File: config.mk
export PLATFORM = sky130hd
export DESIGN_NAME = board_input_debounce
export DESIGN_NICKNAME = d
export VERILOG_FILES = /design/src/rtl/board_io_pkg.sv /design/src/rtl/debounce_channel.sv /design/src/rtl/board_input_debounce.sv
export SDC_FILE = /design/constraint.sdc
export NUM_CORES = 1
export LEC_CHECK = 0
export ABC_CLOCK_PERIOD_IN_PS = 2400
export BUFFER_PORTS_ARGS = -buffer_cell sky130_fd_sc_hd__buf_4
export CAP_MARGIN = 20
export CORE_ASPECT_RATIO = 0.6
export CORE_MARGIN = 8
export CORE_UTILIZATION = 55
export CTS_CLUSTER_SIZE = 8
export DETAILED_ROUTE_END_ITERATION = 12
export PLACE_DENSITY = 0.71
export SLEW_MARGIN = 30
export SYNTH_ARGS = -nofsm -noshare
export SYNTH_HDL_FRONTEND = slang
export SYNTH_SLANG_ARGS = --single-unit
export TNS_END_PERCENT = 5
File: constraint.sdc
create_clock -name clk100m -period 2.4 [get_ports clk100m]
set_input_delay 0.12 -clock clk100m [delete_from_list [all_inputs] [get_ports clk100m]]
set_output_delay 0.12 -clock clk100m [all_outputs]
set_load 0.02 [all_outputs]
File: src/rtl/board_io_pkg.sv
// Board-level I/O constants shared by the pin conditioning logic and user logic.
// Also holds the debounce channel state type.
package board_io_pkg;

    localparam int unsigned CLK_HZ        = 100_000_000;
    localparam int unsigned DEBOUNCE_10MS = 1_000_000;
    localparam int unsigned N_SW          = 16;
    localparam int unsigned N_BTN         = 5;

    // Channel index map: switches first, then buttons.
    localparam int unsigned SW0  = 0;
    localparam int unsigned SW1  = 1;
    localparam int unsigned SW2  = 2;
    localparam int unsigned SW3  = 3;
    localparam int unsigned SW4  = 4;
    localparam int unsigned SW5  = 5;
    localparam int unsigned SW6  = 6;
    localparam int unsigned SW7  = 7;
    localparam int unsigned SW8  = 8;
    localparam int unsigned SW9  = 9;
    localparam int unsigned SW10 = 10;
    localparam int unsigned SW11 = 11;
    localparam int unsigned SW12 = 12;
    localparam int unsigned SW13 = 13;
    localparam int unsigned SW14 = 14;
    localparam int unsigned SW15 = 15;
    localparam int unsigned BTNC = 16;
    localparam int unsigned BTNU = 17;
    localparam int unsigned BTNL = 18;
    localparam int unsigned BTNR = 19;
    localparam int unsigned BTND = 20;

    typedef enum logic {
        DB_STABLE  = 1'b0,
        DB_PENDING = 1'b1
    } db_state_e;

endpackage

File: src/rtl/debounce_channel.sv
// One debounced input: 2-flop synchronizer, stability counter FSM,
// registered level and single-cycle rise/fall pulses.
module debounce_channel
    import board_io_pkg::*;
#(
    parameter  int unsigned DEBOUNCE_CYCLES = DEBOUNCE_10MS,
    localparam int unsigned CNT_W           = $clog2(DEBOUNCE_CYCLES + 1)
) (
    input  logic clk100m,
    input  logic rstn,
    input  logic raw_in,
    output logic level,
    output logic rise,
    output logic fall
);

    localparam logic [CNT_W-1:0] CNT_LAST = CNT_W'(DEBOUNCE_CYCLES - 1);

    logic             s1_q, s1_d;
    logic             s2_q, s2_d;
    db_state_e        state_q, state_d;
    logic [CNT_W-1:0] count_q, count_d;
    logic             level_q, level_d;
    logic             rise_q, rise_d;
    logic             fall_q, fall_d;

    always_ff @(posedge clk100m) begin
        if (!rstn) begin
            s1_q    <= 1'b0;
            s2_q    <= 1'b0;
            state_q <= DB_STABLE;
            count_q <= '0;
            level_q <= 1'b0;
            rise_q  <= 1'b0;
            fall_q  <= 1'b0;
        end else begin
            s1_q    <= s1_d;
            s2_q    <= s2_d;
            state_q <= state_d;
            count_q <= count_d;
            level_q <= level_d;
            rise_q  <= rise_d;
            fall_q  <= fall_d;
        end
    end

    // count holds the number of consecutive mismatch edges seen so far.
    always_comb begin
        s1_d    = raw_in;
        s2_d    = s1_q;
        state_d = state_q;
        count_d = count_q;
        level_d = level_q;
        rise_d  = 1'b0;
        fall_d  = 1'b0;
        case (state_q)
            DB_STABLE: begin
                count_d = '0;
                if (s2_q != level_q) begin
                    if (DEBOUNCE_CYCLES == 1) begin
                        level_d = s2_q;
                        rise_d  = s2_q;
                        fall_d  = ~s2_q;
                    end else begin
                        state_d = DB_PENDING;
                        count_d = CNT_W'(1);
                    end
                end
            end
            DB_PENDING: begin
                if (s2_q == level_q) begin
                    state_d = DB_STABLE;
                    count_d = '0;
                end else if (count_q == CNT_LAST) begin
                    level_d = s2_q;
                    rise_d  = s2_q;
                    fall_d  = ~s2_q;
                    state_d = DB_STABLE;
                    count_d = '0;
                end else begin
                    count_d = count_q + CNT_W'(1);
                end
            end
            default: begin
                state_d = DB_STABLE;
                count_d = '0;
            end
        endcase
    end

    assign level = level_q;
    assign rise  = rise_q;
    assign fall  = fall_q;

endmodule

File: src/rtl/board_input_debounce.sv
// Conditions raw switch/button pins into clean clk100m-domain levels and
// edge pulses, one independent debounce channel per pin.
module board_input_debounce
    import board_io_pkg::*;
#(
    parameter int unsigned WIDTH           = N_SW + N_BTN,
    parameter int unsigned DEBOUNCE_CYCLES = DEBOUNCE_10MS
) (
    input  logic             clk100m,
    input  logic             rstn,
    input  logic [WIDTH-1:0] raw_in,
    output logic [WIDTH-1:0] level,
    output logic [WIDTH-1:0] rise,
    output logic [WIDTH-1:0] fall,
    output logic             any_event
);

    for (genvar i = 0; i < WIDTH; i++) begin : g_ch
        debounce_channel #(
            .DEBOUNCE_CYCLES (DEBOUNCE_CYCLES)
        ) u_ch (
            .clk100m (clk100m),
            .rstn    (rstn),
            .raw_in  (raw_in[i]),
            .level   (level[i]),
            .rise    (rise[i]),
            .fall    (fall[i])
        );
    end

    // Combinational from registered pulses, so it coincides with them.
    assign any_event = |(rise | fall);

endmodule
**Word-level counts from Yosys, hierarchy flattened**

Index checks and enable logic that the tools add are counted.
Widths: inputs -> output; s select.

- Add/sub/neg operators: 21
- Equal/unequal tests: 63
- Mux-type cells: 168
- Bitwise gates (word level): 86
- Reductions and logical operators: 43

Operators by type and width:

| operator | count |
|---|---|
| $mux 20 | 42 |
| $pmux 20 s2 | 21 |
| $add 20x1->20 const B | 21 |
| $eq 20x20->1 const B | 21 |
| $not 1->1 | 85 |
| $mux 1 | 84 |
| $reduce_or 4->1 | 21 |
| $reduce_and 3->1 | 21 |
| $pmux 1 s2 | 21 |
| $eq 1x1->1 | 21 |
| $ne 1x1->1 | 21 |
| $or 21x21->21 | 1 |
| $reduce_or 21->1 | 1 |

- Flip-flop bits (word level): 546
- Bits of input ports: 23
- Output and inout bits: 64
- Logic and storage cells: 528

**Longest topological paths before layout**

- Word-level depth: 4
- Mapped depth: 8
- Gate-level depth less buffers: 5

**Hierarchy**

From an unflattened synthesis, not the netlist that was laid out.

- Cells, all modules: 2642
- Area, all modules: 24104.4 µm²

Modules (own cells, without submodules):

| module | times used | cells an instance | area an instance (µm²) | seq. area each (µm²) |
|---|---|---|---|---|
| debounce_channel (g_ch[0].u_ch ...) | 19 | 125 | 1141.1 | 520.5 |
| debounce_channel (g_ch[8].u_ch) | 1 | 127 | 1181.1 | 520.5 |
| debounce_channel (g_ch[9].u_ch) | 1 | 125 | 1146.1 | 520.5 |
| board_input_debounce | 1 | 15 | 96.3 | 0.0 |

**Least setup slack after synthesis**

Ideal clock, no wire load.

- Path type: reg2reg
- Start: register g_ch[4].u_ch.count_q[0]
- End: register g_ch[4].u_ch.count_q[10]
- Library setup time: 0.117 ns
- Data arrival time: 1.972 ns
- Required time: 2.283 ns
- Setup slack: 0.310 ns
- Stages on the path, launching flop included: 7
- Buffers on the path: 1
- Clock period less this slack: 2.090 ns
- Cell sequence: dfxtp_1 -> ha_1 -> nand3_1 -> or4_1 -> o211ai_2 -> buf_2 -> nor2_1

- Cells in the longest elaborated chain, start to end: 4
- Elaborated cells between the ends (all ways): 5
- Classes of those cells: 1 x add/sub; 1 x eq/ne; 3 x mux

Ends and longest elaborated chain:

| what | line | RTL |
|---|---|---|
| start, declared | debounce_channel.sv:22 | `logic [CNT_W-1:0] count_q, count_d;` |
| start signal, assigned | debounce_channel.sv:40 | `count_q <= count_d;` |
| $add 20x1->20 / $eq 20x20->1 (equally long branches) | debounce_channel.sv:81, debounce_channel.sv:74 |  |
| $mux 20 (*) | debounce_channel.sv:74 | `end else if (count_q == CNT_LAST) begin` |
| $mux 20 (*) | debounce_channel.sv:71 | `if (s2_q == level_q) begin` |
| $pmux 20 s2 (*) | debounce_channel.sv:56 | `case (state_q)` |

Mark *: on every way between the ends. The rest lies on a longest branch, timed or not.
A chain may end at the register's enable or synchronous reset.

**Worst setup path after layout**

- Start: register g_ch[9].u_ch.fall_q
- End: output port any_event

- Cells in the longest elaborated chain, start to end: 2

Ends and longest elaborated chain:

| what | line | RTL |
|---|---|---|
| start, declared | debounce_channel.sv:25 | `logic fall_q, fall_d;` |
| start signal, assigned | debounce_channel.sv:43 | `fall_q <= fall_d;` |
| $or 21x21->21 | board_input_debounce.sv:32 | `assign any_event = \|(rise \| fall);` |
| $reduce_or 21->1 | board_input_debounce.sv:32 |  |
| end, declared | board_input_debounce.sv:15 | `output logic any_event` |

Every way passes these cells.

==> flow_summary.json <==
{
  "status": "finished, final reports clean",
  "dp.cells": 3275,
  "p_sw_share_pct": 20.50,
  "wl_per_cell_um": 15.53,
  "relSlewSlack_pct": 54.78,
  "finalCriticalPeriod_ps": 2269,
  "track_usage_pct": 20.23,
  "antenna_found_initial": 0,
  "p_per_area_mw_per_mm2": 696.3,
  "chipWidth_um": 284.3,
  "globalplace.congestion": 0.8345,
  "clkPwrFrac_pct": 50.1,
  "vias": 19180,
  "drtAntennaViolNets": 0,
  "finalSetupTns_ps": 0,
  "final_area_sq_mm": 0.02699,
  "numCtsBuffers": 78,
  "tightestPinTransition_ps": 672.1,
  "crit_path_start_kind": "register",
  "crit_type": "register to output port",
  "io_pins": 87,
  "clockBufferDepth": 3,
  "cts_tree": "yes",
  "via_per_inst": 5.675,
  "hold_class": "input pin to register",
  "grt_pass1_wl_um": 87950,
  "synth.ff_latch_count": 546,
  "leakage_nw": 8.681,
  "fin_util_pct": 62.81,
  "fillers": 3567,
  "fin_skew_ps": 24.27,
  "cts.root.buffer_cell": "clkbuf_16",
  "arrival_ps": 2150,
  "critPathMaxStageDelay_ps": 420,
  "port_buffers": 86,
  "row_count": 59,
  "critPathSlowestCell": "nor2_1",
  "final_cell_mix": "546 x dfxtp_1, 335 x nor2_1, 171 x nand3_1",
  "fmax_mhz": 440.8,
  "layout-drive-gt1-share_pct": 9.318,
  "dp_hpwl_um": 36560,
  "antenna-diode-count": 0,
  "path_max_fanout": 2,
  "layout_commonest_cell": "dfxtp_1",
  "dieHeight_um": 177.0,
  "cp-end-kind": "output port",
  "synthesis.nets": 2749,
  "seq_power_share_pct": 48.9,
  "p_sw_w": 0.003852,
  "firstDrtPassIters": 6,
  "ys_seq_area_share_pct": 46.00,
  "grt_start_max_net_pins": 44,
  "setup_viol": 0,
  "drv_slew": 0,
  "hold_ws_ps": 53.73,
  "synth_area_sq_mm": 0.02376,
  "synth.avg_cell_area_sq_um": 8.785,
  "rrSetupSlack_ps": 150,
  "grt_pass1_vias": 17840,
  "power.internal_w": 0.01494,
  "initial_core_util_pct": 55.31,
  "syn2layout_area_growth_pct": 13.57,
  "clk_pin_slew_ps": 50,
  "drc": 0,
  "instances_no_fill": 3380,
  "wl_um": 52500,
  "placedInstanceArea_sq_mm": 0.02476,
  "drv_cap": 0,
  "ys_warn_count": 0,
  "numClockSinks": 546,
  "fin_crit_sh_pct": 94.52,
  "grt_overflow": 0,
  "drtIter0Drc": 1550,
  "die-area_sq_mm": 0.05033,
  "ir_worst_vdd_uv": 540.3,
  "path_cells": "nor2_1 -> nand4_1 -> nor2_2 -> nand4_1 -> buf_4",
  "critPathRequiredTime_ps": 2280,
  "final_nets": 2841,
  "synthCells": 2705,
  "synth_edf_count": 0,
  "power_frac_comb_pct": 1.0,
  "timing_hold_violations_final": 0,
  "rsz0062_at_grt": "no",
  "clk_latency_ps": 580,
  "synth-async-reset-ratio_pct": 0,
  "synth_flop_cell": "dfxtp_1",
  "cts_max_level": 3,
  "placeableCoreArea_sq_mm": 0.04296,
  "cp_common_cell": "nand4_1",
  "synth_cell_types": 54
}
layer usage:
metal | track usage, % | vias to the layer above | share of wire, % | routed length [um]
li1 | - | 9690 | - | -
met1 | 28.78 | 9068 | 50 | 25990
met2 | 31.85 | 348 | 45 | 23380
met3 | 3.372 | 76 | 4.2 | 2185
met4 | 5.069 | 0 | 1.8 | 942
met5 | 0 | - | 0 | 0
cell usage after synthesis (57+ instances only):
| cell type | count | area share, % |
|---|---|---|
| dfxtp_1 | 546 | 46 |
| nor2_1 | 336 | 5.3 |
| nand3_1 | 171 | 3.6 |
| nand2_1 | 150 | 2.4 |
| xor2_1 | 145 | 5.3 |
| a21oi_1 | 138 | 2.9 |
| xnor2_1 | 134 | 4.9 |
| nand4_1 | 120 | 3.2 |
| inv_1 | 95 | 1.5 |
| or3_1 | 77 | 2.0 |
| nor4_1 | 71 | 1.9 |
| o21ai_0 | 71 | 1.5 |
| and2_1 | 64 | 1.7 |
| buf_4 | 64 | 2.0 |
| clkbuf_1 | 64 | 1.0 |
| or4_1 | 64 | 2.0 |
| and3_1 | 57 | 1.5 |
| and4_1 | 57 | 2.1 |
power groups by stage:
stage	clock, W	combinational, W	sequential [W]
finish	0.00942	0.000188	0.00918
global route	0.0100	0.000208	0.00917
CTS	0.00964	0.000189	0.00918
detailed placement	0	0.000160	0.00936
global placement	0	0.000157	0.00936
floorplan	0	0.0000903	0.00934
worst max-delay path: cells and delay by family (launching register included):
family | cells | cell delay (ps)
flops | 1 | 310
simple gates | 4 | 1090
buf+inv | 1 | 170
layout make-up:
type	count	area (sq um)	share of cell area, %
timing repair buffer	161	1299	4.812
multi-input combinational	1915	11660	43.22
clock inverter	6	60.06	0.2225
sequential	546	10930	40.50
clock buffer	78	1952	7.233
tap	579	724.4	2.684
inverter	95	356.6	1.321
sequential cells by signal, summed over array words and instances (netlist names):
register / cells
g_ch.u_ch.count_q: 420
g_ch.u_ch.fall: 21
g_ch.u_ch.level: 21
g_ch.u_ch.rise: 21
g_ch.u_ch.s1_q: 21
g_ch.u_ch.s2_q: 21
g_ch.u_ch.state_q: 21
metrics by stage:
stage / setup slack, ps / total power, W
after floorplan: 310.5 / 0.009434
after global placement: 204.6 / 0.009512
after detailed placement: 154.1 / 0.009518
after CTS: 68.64 / 0.01900
after global routing: 40.60 / 0.01943
final: 131.5 / 0.01879
repair_timing:
action                                  in CTS  in global routing
resized for setup                            1                  1
endpoints found under the setup margin       1                  1
cloned                                       0                  0
hold buffers                                21                  0
endpoints found under the hold margin       21                  0
setup buffers                                0                  0
worst paths after layout:
| kind | start | end | cells after the start |
|---|---|---|---|
| worst min-delay path | rstn | g_ch[0].u_ch.level | 2 |
| worst max register to register | g_ch[1].u_ch.count_q[10] | g_ch[1].u_ch.level | 4 |
| worst min register to register | g_ch[13].u_ch.s1_q | g_ch[13].u_ch.s2_q | 1 |
| worst max-delay path | g_ch[9].u_ch.fall | any_event | 5 |
cell families (layout without fill, tap and decap cells):
logic type | Yosys count | after routing | synth area share, %
AND/OR/NAND/NOR | 1290 | 1290 | 29.23
flip-flops | 546 | 546 | 46.00
AO/OA/AOI/OAI | 317 | 317 | 8.098
XOR/XNOR | 279 | 279 | 10.28
buffers and inverters | 244 | 340 | 4.944
adder cells (fa/ha/maj) | 21 | 21 | 1.106
multiplexers | 8 | 8 | 0.3370
No activity file was read; power rests on OpenSTA's default activity.
